`src/rtl/ram_dma_pkg.sv`:
```
// Shared types and constants for the RAM <-> bus DMA engine.
package ram_dma_pkg;

  typedef enum logic [2:0] {
    IDLE,
    REQUEST,
    BEGIN,
    TRANSFER,
    END,
    DONE,
    ERROR
  } dma_state_t;

  // Bus is byte addressed, RAM is word addressed: one word = 4 bus bytes.
  localparam logic [31:0] BUS_ADDR_INC = 32'd4;

endpackage

```
`src/rtl/dma_skid_buffer.sv`:
```
// Two-slot output stage for RAM->bus: an output register plus one skid entry
// that catches the word already in flight from the RAM when the bus stalls.
module dma_skid_buffer #(
  parameter int W = 32
) (
  input  logic         clock,
  input  logic         nReset,
  input  logic         clear,
  input  logic         push,
  input  logic [W-1:0] pushData,
  input  logic         popReady,
  output logic         outValid,
  output logic [W-1:0] outData,
  output logic [1:0]   count
);

  logic         skValid;
  logic [W-1:0] skData;
  logic         pop;

  assign pop   = outValid & popReady;
  assign count = {1'b0, outValid} + {1'b0, skValid};

  // Refill the output slot from the skid entry first, so word order is kept.
  always_ff @(posedge clock or negedge nReset) begin
    if (!nReset) begin
      outValid <= 1'b0;
      outData  <= '0;
      skValid  <= 1'b0;
      skData   <= '0;
    end else if (clear) begin
      outValid <= 1'b0;
      outData  <= '0;
      skValid  <= 1'b0;
      skData   <= '0;
    end else if (!outValid || pop) begin
      if (skValid) begin
        outData  <= skData;
        outValid <= 1'b1;
        skValid  <= push;
        if (push) skData <= pushData;
      end else if (push) begin
        outData  <= pushData;
        outValid <= 1'b1;
      end else begin
        outValid <= 1'b0;
      end
    end else if (push) begin
      skData  <= pushData;
      skValid <= 1'b1;
    end
  end

endmodule

```
`src/rtl/ram_dma_engine.sv`:
```
// Block DMA between a synchronous RAM port and a burst bus master interface.
// Splits a block into bursts of at most burstSize+1 words; bus->RAM writes
// each received word one cycle later, RAM->bus prefetches through a skid stage.
module ram_dma_engine
  import ram_dma_pkg::*;
#(
  parameter int ramAddrBits = 9,
  parameter int dataWidth   = 32
) (
  input  logic                   clock,
  input  logic                   nReset,
  input  logic                   start,
  input  logic                   direction,
  input  logic [31:0]            busStartAddress,
  input  logic [ramAddrBits-1:0] ramStartAddress,
  input  logic [9:0]             blockSize,
  input  logic [7:0]             burstSize,
  output logic                   busy,
  output logic                   done,
  output logic                   error,
  output logic [ramAddrBits-1:0] ramAddress,
  output logic                   ramWriteEnable,
  output logic [dataWidth-1:0]   ramDataOut,
  input  logic [dataWidth-1:0]   ramDataIn,
  output logic                   requestBus,
  input  logic                   busGrant,
  output logic                   beginTransactionOut,
  output logic [31:0]            addressDataOut,
  output logic [7:0]             burstSizeOut,
  output logic                   readNotWriteOut,
  output logic                   dataValidOut,
  output logic                   endTransactionOut,
  input  logic [31:0]            addressDataIn,
  input  logic                   dataValidIn,
  input  logic                   busyIn,
  input  logic                   endTransactionIn,
  input  logic                   errorIn
);

  dma_state_t             state, nextState;
  logic                   cfgDir;
  logic [7:0]             cfgBurst;
  logic [31:0]            busAddr;
  logic [ramAddrBits-1:0] ramPtr, ramWrAddr;
  logic [9:0]             remaining, sendLeft, rdLeft, burstPlus1, burstWords;
  logic                   rdPending, rdIssue, endSeen, errReg;
  logic                   ramWeReg;
  logic [dataWidth-1:0]   ramDataReg;
  logic                   sbValid, sbClear, pop, wordXfer, onBus;
  logic [dataWidth-1:0]   sbData;
  logic [1:0]             sbCount;

  assign burstPlus1 = {2'b00, cfgBurst} + 10'd1;
  assign burstWords = (burstPlus1 < remaining) ? burstPlus1 : remaining;
  assign onBus      = (state == BEGIN) || (state == TRANSFER) || (state == END);

  // RAM->bus: issue a read only if the skid stage can still absorb it next cycle.
  assign sbClear  = !((state == BEGIN) || (state == TRANSFER));
  assign pop      = cfgDir && (state == TRANSFER) && sbValid && !busyIn;
  assign rdIssue  = cfgDir && !sbClear && (rdLeft != 10'd0) &&
                    (({1'b0, sbCount} + {2'b00, rdPending}) - {2'b00, pop} < 3'd2);
  assign wordXfer = (state == TRANSFER) && !errorIn && (cfgDir ? pop : dataValidIn);

  assign ramAddress     = cfgDir ? ramPtr : ramWrAddr;
  assign ramWriteEnable = ramWeReg;
  assign ramDataOut     = ramDataReg;
  assign error          = errReg;
  assign busy           = (state != IDLE);

  dma_skid_buffer #(.W(dataWidth)) u_skid (
    .clock    (clock),
    .nReset   (nReset),
    .clear    (sbClear),
    .push     (rdPending),
    .pushData (ramDataIn),
    .popReady (cfgDir && (state == TRANSFER) && !busyIn),
    .outValid (sbValid),
    .outData  (sbData),
    .count    (sbCount)
  );

  // State register.
  always_ff @(posedge clock or negedge nReset) begin
    if (!nReset) state <= IDLE;
    else         state <= nextState;
  end

  // Next state and bus-side outputs; all bus outputs stay 0 off the bus.
  always_comb begin
    nextState           = state;
    done                = 1'b0;
    requestBus          = 1'b0;
    beginTransactionOut = 1'b0;
    addressDataOut      = 32'd0;
    burstSizeOut        = 8'd0;
    readNotWriteOut     = 1'b0;
    dataValidOut        = 1'b0;
    endTransactionOut   = 1'b0;
    case (state)
      IDLE:     if (start) nextState = (blockSize == 10'd0) ? DONE : REQUEST;
      REQUEST: begin
        requestBus = 1'b1;
        if (busGrant) nextState = BEGIN;
      end
      BEGIN: begin
        requestBus          = 1'b1;
        beginTransactionOut = 1'b1;
        addressDataOut      = busAddr;
        burstSizeOut        = 8'(sendLeft - 10'd1);
        readNotWriteOut     = ~cfgDir;
        nextState           = TRANSFER;
      end
      TRANSFER: begin
        requestBus = 1'b1;
        if (cfgDir && sbValid) begin
          dataValidOut   = 1'b1;
          addressDataOut = 32'(sbData);
        end
        if (wordXfer && (sendLeft == 10'd1)) nextState = END;
      end
      END: begin
        // Request released while the transaction closes so the arbiter sees a gap.
        endTransactionOut = cfgDir;
        if (cfgDir || endTransactionIn || endSeen)
          nextState = (remaining != 10'd0) ? REQUEST : DONE;
      end
      DONE:     begin done = 1'b1; nextState = IDLE; end
      ERROR:    begin done = 1'b1; nextState = IDLE; end
      default:  nextState = IDLE;
    endcase
    if (onBus && errorIn) nextState = ERROR;
  end

  // Configuration capture, address/word counters and the registered RAM write.
  always_ff @(posedge clock or negedge nReset) begin
    if (!nReset) begin
      cfgDir     <= 1'b0;
      cfgBurst   <= '0;
      busAddr    <= '0;
      ramPtr     <= '0;
      ramWrAddr  <= '0;
      remaining  <= '0;
      sendLeft   <= '0;
      rdLeft     <= '0;
      rdPending  <= 1'b0;
      endSeen    <= 1'b0;
      errReg     <= 1'b0;
      ramWeReg   <= 1'b0;
      ramDataReg <= '0;
    end else begin
      ramWeReg  <= 1'b0;
      rdPending <= rdIssue;
      if (state == IDLE && start) begin
        cfgDir    <= direction;
        cfgBurst  <= burstSize;
        busAddr   <= busStartAddress;
        ramPtr    <= ramStartAddress;
        remaining <= blockSize;
        errReg    <= 1'b0;
      end
      if (state == REQUEST && busGrant) begin
        sendLeft <= burstWords;
        rdLeft   <= burstWords;
        endSeen  <= 1'b0;
      end
      if (rdIssue) begin
        ramPtr <= ramPtr + 1'b1;
        rdLeft <= rdLeft - 10'd1;
      end
      if (wordXfer) begin
        busAddr   <= busAddr + BUS_ADDR_INC;
        remaining <= remaining - 10'd1;
        sendLeft  <= sendLeft - 10'd1;
        if (!cfgDir) begin
          ramWeReg   <= 1'b1;
          ramWrAddr  <= ramPtr;
          ramDataReg <= dataWidth'(addressDataIn);
          ramPtr     <= ramPtr + 1'b1;
        end
      end
      // The slave may close the transaction together with its last word.
      if (state == TRANSFER && !cfgDir && endTransactionIn) endSeen <= 1'b1;
      if (onBus && errorIn) errReg <= 1'b1;
    end
  end

endmodule

```
`config.mk`:
```
export PLATFORM = sky130hd
export DESIGN_NAME = ram_dma_engine
export DESIGN_NICKNAME = d
export VERILOG_FILES = /design/src/rtl/ram_dma_pkg.sv /design/src/rtl/dma_skid_buffer.sv /design/src/rtl/ram_dma_engine.sv
export SDC_FILE = /design/constraint.sdc
export NUM_CORES = 1
export LEC_CHECK = 0
export CORE_MARGIN = 2
export CORE_UTILIZATION = 30
export CTS_BUF_LIST = sky130_fd_sc_hd__clkbuf_8
export CTS_CLUSTER_SIZE = 16
export DETAILED_ROUTE_END_ITERATION = 10
export SYNTH_ARGS = -nofsm -noshare
export SYNTH_HDL_FRONTEND = slang
export SYNTH_SLANG_ARGS = --single-unit
```
`constraint.sdc`:
```
create_clock -name clock -period 4.1 [get_ports clock]
set_input_delay 0.82 -clock clock [delete_from_list [all_inputs] [get_ports clock]]
set_output_delay 0.82 -clock clock [all_outputs]
set_load 0.05 [all_outputs]
```
==> results of run 1 <==
==> routing by layer <==
layer  vias up  global-route usage  share of wire
met4         2              0.0489          0.018
met1      4447               0.241           0.45
met2       282               0.281           0.48
met5         -                   0        0.00038
li1       4325                   -              -
met3        29              0.0349          0.057
==> flip-flops by register name, summed over array words and instances, names as in the netlist <==
register,cells
busAddr,32
cfgBurst,8
cfgDir,1
endSeen,1
error,1
ramDataOut,32
ramPtr,9
ramWrAddr,9
ramWriteEnable,1
rdLeft,10
rdPending,1
remaining,10
sendLeft,10
state,3
u_skid.outData,32
u_skid.outValid,1
u_skid.skData,32
u_skid.skValid,1
==> cell families (layout without fill, tap and decap cells) <==
group | count (synthesis) | count (layout)
xor gates and xnor gates | 14 | 14
buffers and inverters | 132 | 344
muxes | 102 | 102
and+or+nand+nor | 383 | 383
DFF | 194 | 194
adders and majority gates | 17 | 17
AOI/OAI and AO/OA | 230 | 230
==> report_power, final <==
part / total [mW] / switching (mW) / internal (mW)
Clock: 1.33 / 0.764 / 0.568
Sequential: 3.29 / 0.707 / 2.58
Combinational: 5.34 / 3.28 / 2.06
==> per-stage QoR <==
step	cell area, um^2	hold slack, ps	setup slack [ps]	utilization	instances
3_3_place_gp	13400	468	428	0.390	1707
3_5_place_dp	13400	477	376	0.390	1707
4_1_cts	13800	407	572	0.402	1739
5_1_grt	13800	402	386	0.402	1739
6_report	13800	354	618	0.402	1739
2_1_floorplan	10400	447	868	-	1072
==> synth_stat cells, types with 6 or more instances <==
| cell | number | area [um^2] |
|---|---|---|
| o21ai_0 | 23 | 115 |
| a211oi_1 | 37 | 278 |
| a22o_1 | 27 | 236 |
| dfrtp_1 | 194 | 4850 |
| or4_1 | 6 | 45.0 |
| o211ai_1 | 21 | 158 |
| nand3_1 | 70 | 350 |
| nand4_1 | 18 | 113 |
| and2_1 | 6 | 37.5 |
| xnor2_1 | 9 | 78.8 |
| a21oi_1 | 15 | 75.1 |
| nor2_1 | 82 | 308 |
| buf_2 | 16 | 80.1 |
| and3_1 | 8 | 50.1 |
| o31ai_1 | 34 | 255 |
| nor3_1 | 30 | 150 |
| ha_1 | 17 | 213 |
| a221o_1 | 7 | 70.1 |
| mux2_2 | 55 | 619 |
| o311ai_0 | 17 | 149 |
| mux2i_1 | 46 | 460 |
| clkbuf_1 | 45 | 169 |
| nand2_1 | 123 | 462 |
| inv_1 | 64 | 240 |
| nor4_1 | 7 | 43.8 |
==> how the worst min path moves through the flow <==
| stage | slack, ps | cells after the start | endpoint | startpoint |
|---|---|---|---|---|
| after global placement | 470 | 1 | sendLeft[9] | sendLeft[9] |
| after global routing | 400 | 1 | sendLeft[4] | nReset |
| final | 350 | 1 | sendLeft[4] | nReset |
| after floorplan | 450 | 2 | busAddr[0] | busAddr[0] |
| after detailed placement | 480 | 2 | busAddr[0] | busAddr[0] |
| after CTS | 410 | 1 | ramPtr[4] | nReset |
==> area by class of cell <==
type / instances / area, um^2 / area share
sequential: 194 / 4860 / 0.352
multi-input combinational: 746 / 5040 / 0.366
timing repair buffer: 247 / 2670 / 0.194
clock inverter: 14 / 151 / 0.0110
tap: 455 / 569 / 0.0413
clock buffer: 18 / 248 / 0.0180
inverter: 65 / 244 / 0.0177
==> impl_metrics.ini, run 1 <==
[clock_network]
ctsHoldBuffers = 0
cts-root-buf = clkbuf_8
cts_sinks = 194
clockBufferDepth = 2
path_clk_slew_ps = 100
cts_setup_buffers = 0
cts_resized = 0
htreeDepth = 4
clk_latency_ps = 500
cts_tree = built
cts_made_buffers = 17

[sta]
maxSlewViolCount = 0
tns_ps = 0
rsz0062_at_grt = false
hold_violations = 0
skew_ps = 23.8
final.period_utilization = 0.849
tightest_slew_ps = 957
max_freq_mhz = 287
setup_viol = 0
relSlewSlack = 0.362
period_needed_ps = 3480

[synthesis]
async_flop_share = 1.00
yosysSeqAreaShare = 0.468
ys_warn_count = 0
synth_edf_count = 0
synth_top_family_by_area = simple AND/OR/NAND/NOR gates
synth-seq-cells = 194
synth_fa_ha_area_frac = 0.0205
avgSynthCellArea_um2 = 9.69
syn_inst = 1072
synth_area_um2 = 10400
synth_nets = 1221
synth_compound_area_frac = 0.168
synth_xor_area_frac = 0.0118
dominantRegCellSynth = dfrtp_1
yosysUniqueCellTypes = 66
synth_simple_gate_area_frac = 0.177
synthMuxAreaShare = 0.105

[grt]
grt.overflow.total = 0
grt_pass1_vias = 8555
antenna_found_initial = 1
grt_use_total = 0.176
grt_max_degree = 89
grt_pass1_wl_mm = 49.1

[drt]
first_iter_violations = 652
ant_nets = 0
avgRoutedWirePerCell_um = 18.2
wirelength_mm = 31.7
vias_per_cell = 5.22
dr.pass1.iters = 5
vias = 9085
route.detailed.drc = 0

[power]
ir_drop_uv = 330
total_power_mw = 9.96
power.leakage_nw = 5.73
power.density_nw_per_um2 = 723

[placed_design]
gp_congestion = 0.826
port_buffers = 221
hpwl_mm = 22.9

[critical_path]
cp_num_buf_inv = 1
r2r-end = rdLeft[4]
cp.depth = 4
crit_end = dataValidOut
end_kind = primary output
cp_top_family = buffers and inverters
crit_slowest_cell = clkdlybuf4s50_1
max_stage_delay_ps = 870
reg2reg_depth = 11
crit_chain = nor2b_1 > nand2_1 > nor2_2 > clkdlybuf4s50_1
critPathRequiredTime_ps = 3280
worstSetupStartpoint = state[2]
critical_path.max_fanout = 14
cp_data_arrival_time_ps = 2660
path_class = reg -> out
timing.rr.start = state[2]
r2r_slack_ps = 710
worstSetupStartpointType = flip-flop

[final_layout]
fill_cells = 3362
mostFrequentLayoutCells = dfrtp_1, clkdlybuf4s50_1, nand2_1, nor2_1, nand3_1
antenna_cells = 0
final_layout_size_suffix_gt1_frac = 0.137
fin_nets = 1420
area_delta_synth_final_pct = 32.7
layout_commonest_cell = dfrtp_1

[floorplanning]
fp.dieArea_um2 = 36100
rows = 68
start_util = 0.303
core_region_area_um2 = 34300
die_h_um = 190
ios = 222
die_w_um = 190

[outcome]
status = complete, no violations

[min_path]
hp-class = in -> async

[flow_run]
drv_cap = 0
Power figures use the tool's default switching activity.
==> run 2: changes to the inputs <==
Clock period 4.1 ns to 2.9 ns, I/O delays scaled along.
==> run 2 against run 1 <==
Net effect: sequential share of layout area fell by 1.6 points; clock power is 38% higher; clock-buffer cell count unchanged; sequential power grew 41%; sequential cell count is the same.
==> impl_metrics.ini, run 2 (synthesis gave the netlist of run 1 again) <==
[sta]
period_needed_ps = 2810
hold_violations = 0
final.period_utilization = 0.970
relSlewSlack = 0.471
max_freq_mhz = 356
layout_setup_ws_ps = 87.5
maxSlewViolCount = 0
tightest_slew_ps = 790
setup_viol = 0
rsz0062_at_grt = true
skew_ps = 13.5

[grt]
grtUsageMet3 = 0.0380
grt.busiest_layer = met2
grt.overflow.total = 0
grt_pass1_vias = 8797
grt_use_total = 0.176
antenna_found_initial = 5
grt_util_met1 = 0.236
grt_max_degree = 67
grt_util_met2 = 0.281
grt_pass1_wl_mm = 49.4

[critical_path]
max_stage_delay_ps = 720
cp_num_buf_inv = 2
crit_slowest_cell = clkdlybuf4s50_1
cp_data_arrival_time_ps = 2230
critical_path.max_fanout = 19
crit_chain = buf_4 > mux2_2 > clkdlybuf4s50_1
critPathRequiredTime_ps = 2320
end_kind = primary output
cp_top_family = buffers and inverters
worstSetupStartpointType = flip-flop
path_class = reg -> out

[clock_network]
cts-root-buf = clkbuf_8
clk_latency_ps = 490
clockBufferDepth = 2
htreeDepth = 4
cts_sinks = 194
path_clk_slew_ps = 100
cts_tree = built
cts_made_buffers = 17

[placed_design]
hpwl_mm = 23.0
placed_area_um2 = 13900
dp_cells = 1739
gp_congestion = 0.845
port_buffers = 221
pre_cts_ws_ps = -315

[final_layout]
fin_nets = 1457
fin_area_um2 = 14400
layout_commonest_cell = dfrtp_1
area_delta_synth_final_pct = 39.1
stdcell_count = 1781
utilization = 0.421
final_layout_size_suffix_gt1_frac = 0.177
mostFrequentLayoutCells = dfrtp_1, clkdlybuf4s50_1, nand2_1, nor2_1, nand3_1

[floorplanning]
die_w_um = 190
fp.dieArea_um2 = 36100
ios = 222
rows = 68
core_region_area_um2 = 34300
start_util = 0.303
die_h_um = 190

[drt]
avgRoutedWirePerCell_um = 17.9
vias = 9075
first_iter_violations = 604
vias_per_cell = 5.10
dr.pass1.iters = 5
route.detailed.drc = 0
ant_nets = 0
wirelength_mm = 31.8

[power]
total_power_mw = 14.8
power.density_nw_per_um2 = 1020
ir_drop_uv = 468
power.leakage_nw = 6.05

[flow_run]
drv_cap = 0

[outcome]
status = complete, no violations

[min_path]
hp-class = in -> async
## run 2: cell count changes in the layout (fill, tap and decap cells not counted), sizes merged
cell / change
dlymetal6s2s: +2
clkinvlp: -2
clkdlybuf4s50: -4
clkinv: +3
buf: +38
diode: +5
## run 2: layout make-up
cell class / instances / area (um^2)
clock buffers: 18 / 248
inverters: 65 / 258
repair inverters: 1 / 6.26
well taps: 455 / 569
clock inverters: 14 / 141
repair buffers: 283 / 3240
flip-flops and latches: 194 / 4860
diodes: 5 / 12.5
fillers: 3266 / 19800
multi-input cells: 746 / 5120
## run 2: repair_timing
item / 4_1_cts / 5_1_grt
setup buffers: 0 / 4
pin swaps: 0 / 2
endpoints found under the setup margin: 28 / 32
hold buffers: 0 / 0
gates resized for setup: 6 / 17
gates cloned: 1 / 0
hold endpoints to repair: 0 / 0
## run 2: power breakdown
group | total [mW] | switching, mW | internal (mW)
Sequential | 4.63 | 0.979 | 3.65
Clock | 1.83 | 1.10 | 0.729
Combinational | 8.33 | 4.84 | 3.49
Total | 14.8 | 6.92 | 7.87
## run 2: per-stage QoR
stage	hold slack [ps]	setup TNS, ps
2_1_floorplan	284	-43.2
3_3_place_gp	466	-1820
3_5_place_dp	473	-2720
4_1_cts	46.3	0
5_1_grt	74.6	-11.0
6_report	71.2	0
## run 2: routing by layer
| metal | wire, um | up-vias |
|---|---|---|
| met3 | 1770 | 28 |
| met2 | 15100 | 236 |
| met4 | 569 | 0 |
| met5 | 0 | - |
| li1 | - | 4396 |
| met1 | 14300 | 4415 |
## run 2: worst paths after layout
kind,start,endpoint,slack (ps),cells past startpoint
max in group asynchronous,nReset,u_skid.skData[10],2120,2
setup reg to reg,cfgBurst[4],sendLeft[5],110,11
setup / recovery,cfgDir,ramAddress[4],90,3
hold / removal,nReset,sendLeft[5],70,1
hold reg to reg,sendLeft[9],sendLeft[9],490,1
min in group clock,sendLeft[9],sendLeft[9],490,1
==> run 3: changes to the inputs <==
Settings changed: CORE_MARGIN 2 to unset.
==> run 3 against run 2 <==
Net effect: combinational power about the same; first-iteration DRC count grew 19%; non-clock buffer count rose by 1; clock skew increased by 2.9 ps; sequential cell count stayed put; sequential power hardly changed; die area decreased by 2.1%; total power is 0.54% higher; setup slack improved by 25 ps; register-to-register slack about the same; critical path type is now reg -> reg; hold slack improved by 45 ps.
==> impl_metrics.ini, run 3 (synthesis gave the netlist of run 1 again) <==
[clock_network]
path_clk_slew_ps = 110
cts_tree = built
cts_made_buffers = 17
cts-root-buf = clkbuf_8
cts_sinks = 194
htreeDepth = 4
clockBufferDepth = 2
clk_latency_ps = 490
ctsHoldBuffers = 0

[critical_path]
path_class = reg -> reg
critical_path.max_fanout = 4
cp_data_arrival_time_ps = 3140
end_kind = flip-flop
crit_chain = nand4_1 > o21a_1 > or2_2 > ha_1 > and4b_1 > o211a_1 > a211oi_2 > buf_4 > mux2i_2 > buf_4 > o221ai_1
cpMostUsedCell = buf_4
crit_slowest_cell = dfrtp_1
max_stage_delay_ps = 430
worstSetupStartpointType = flip-flop
critPathRequiredTime_ps = 3250

[placed_design]
hpwl_mm = 23.1
port_buffers = 221
dp_cells = 1731
placed_area_um2 = 13900
gp_congestion = 0.835

[floorplanning]
core_region_area_um2 = 33800
ios = 222
start_util = 0.307
die_w_um = 188
fp.dieArea_um2 = 35400
die_h_um = 188
rows = 67

[flow_run]
drv_cap = 0

[drt]
wirelength_mm = 31.9
first_iter_violations = 719
vias_per_cell = 5.22
dr.pass1.iters = 5
avgRoutedWirePerCell_um = 18.0
ant_nets = 0
route.detailed.drc = 0
vias = 9234

[sta]
skew_ps = 16.4
maxSlewViolCount = 0
hold_violations = 0
setup_viol = 0
relSlewSlack = 0.418
final.period_utilization = 0.961
max_freq_mhz = 359
period_needed_ps = 2790
tns_ps = 0
hold_ws_ps = 116
tightest_slew_ps = 870
rsz0062_at_grt = true

[final_layout]
layout_commonest_cell = dfrtp_1
mostFrequentLayoutCells = dfrtp_1, clkdlybuf4s50_1, nand2_1, nor2_1, nand3_1
stdcell_count = 1770
fin_area_um2 = 14400
area_delta_synth_final_pct = 38.9
final_layout_size_suffix_gt1_frac = 0.175
fin_nets = 1457

[power]
p_sw_frac = 0.467
total_power_mw = 14.9
p_clk_frac = 0.131
ir_drop_uv = 482
power.leakage_nw = 6.06
p_sw_mw = 6.95
seqPwrFrac = 0.311
power.density_nw_per_um2 = 1030
pwr-share-comb = 0.558
internal_power_mw = 7.92

[grt]
grt_use_total = 0.181
grt_pass1_vias = 8717
antenna_found_initial = 1
grt_pass1_wl_mm = 50.2
grt.overflow.total = 0
grt_max_degree = 79

[outcome]
status = complete, no violations

[min_path]
hp-class = in -> async
-- run 3: cell types whose count changed in the layout (fill, tap and decap cells not counted), sizes merged --
cell           previous run  this run
buf                     106       107
clkbuf                   19        18
clkdlybuf4s50           174       171
clkinv                    5         3
clkinvlp                  1         2
diode                     5         1
dlymetal6s2s              2         5
inv                      72        73
-- run 3: per-layer routing --
| layer | global-route usage | wire length, um | vias up |
|---|---|---|---|
| met5 | 0 | 0 | - |
| met4 | 0.0541 | 544 | 0 |
| met3 | 0.0333 | 1390 | 27 |
| met2 | 0.286 | 15100 | 262 |
| met1 | 0.251 | 14800 | 4555 |
| li1 | - | - | 4390 |
-- run 3: what timing repair did --
| action | in CTS | in global routing |
|---|---|---|
| buffers inserted | 0 | 6 |
| pin swaps | 0 | 1 |
| gates resized for setup | 2 | 19 |
| setup endpoints to repair | 23 | 38 |
| cloned | 0 | 0 |
-- run 3: worst max-delay path, delay by kind of cell, from the launching register on --
kind | cells | cell delay (ps)
AND/OR/NAND/NOR | 3 | 670
multiplexers | 1 | 280
adder cells (fa/ha/maj) | 1 | 270
AO/OA/AOI/OAI | 4 | 670
buffers and inverters | 2 | 340
flip-flops | 1 | 430
-- run 3: final cells by class --
class,count,area [um^2]
antenna,1,2.50
clock buffer,17,234
clock inverter,15,188
fill,3273,19400
inverter,65,244
multi-input combinational,746,5090
sequential,194,4860
tap,448,561
timing repair buffer,284,3240
-- run 3: power by group through the flow --
stage | Combinational (mW) | Sequential [mW] | Clock, mW
5_1_grt | 8.90 | 4.76 | 2.11
3_5_place_dp | 8.20 | 4.64 | 0
6_report | 8.31 | 4.63 | 1.94
4_1_cts | 8.24 | 4.60 | 2.01
3_3_place_gp | 8.11 | 4.62 | 0
2_1_floorplan | 4.36 | 5.11 | 0
-- run 3: through the flow --
step	util	setup WS [ps]
final	0.427	112
after global placement	0.411	-271
after global routing	0.427	-0.446
after CTS	0.424	18.1
after floorplan	-	-43.2
after detailed placement	0.411	-363
-- run 3: final timing paths --
check	to	cells past startpoint	slack, ps	start
max	sendLeft[3]	11	110	cfgBurst[4]
min	busAddr[22]	1	120	nReset
max reg2reg	sendLeft[3]	11	110	cfgBurst[4]
min reg2reg	sendLeft[9]	1	490	sendLeft[9]
max in group asynchronous	ramDataOut[2]	2	1900	nReset
min in group clock	sendLeft[9]	1	490	sendLeft[9]
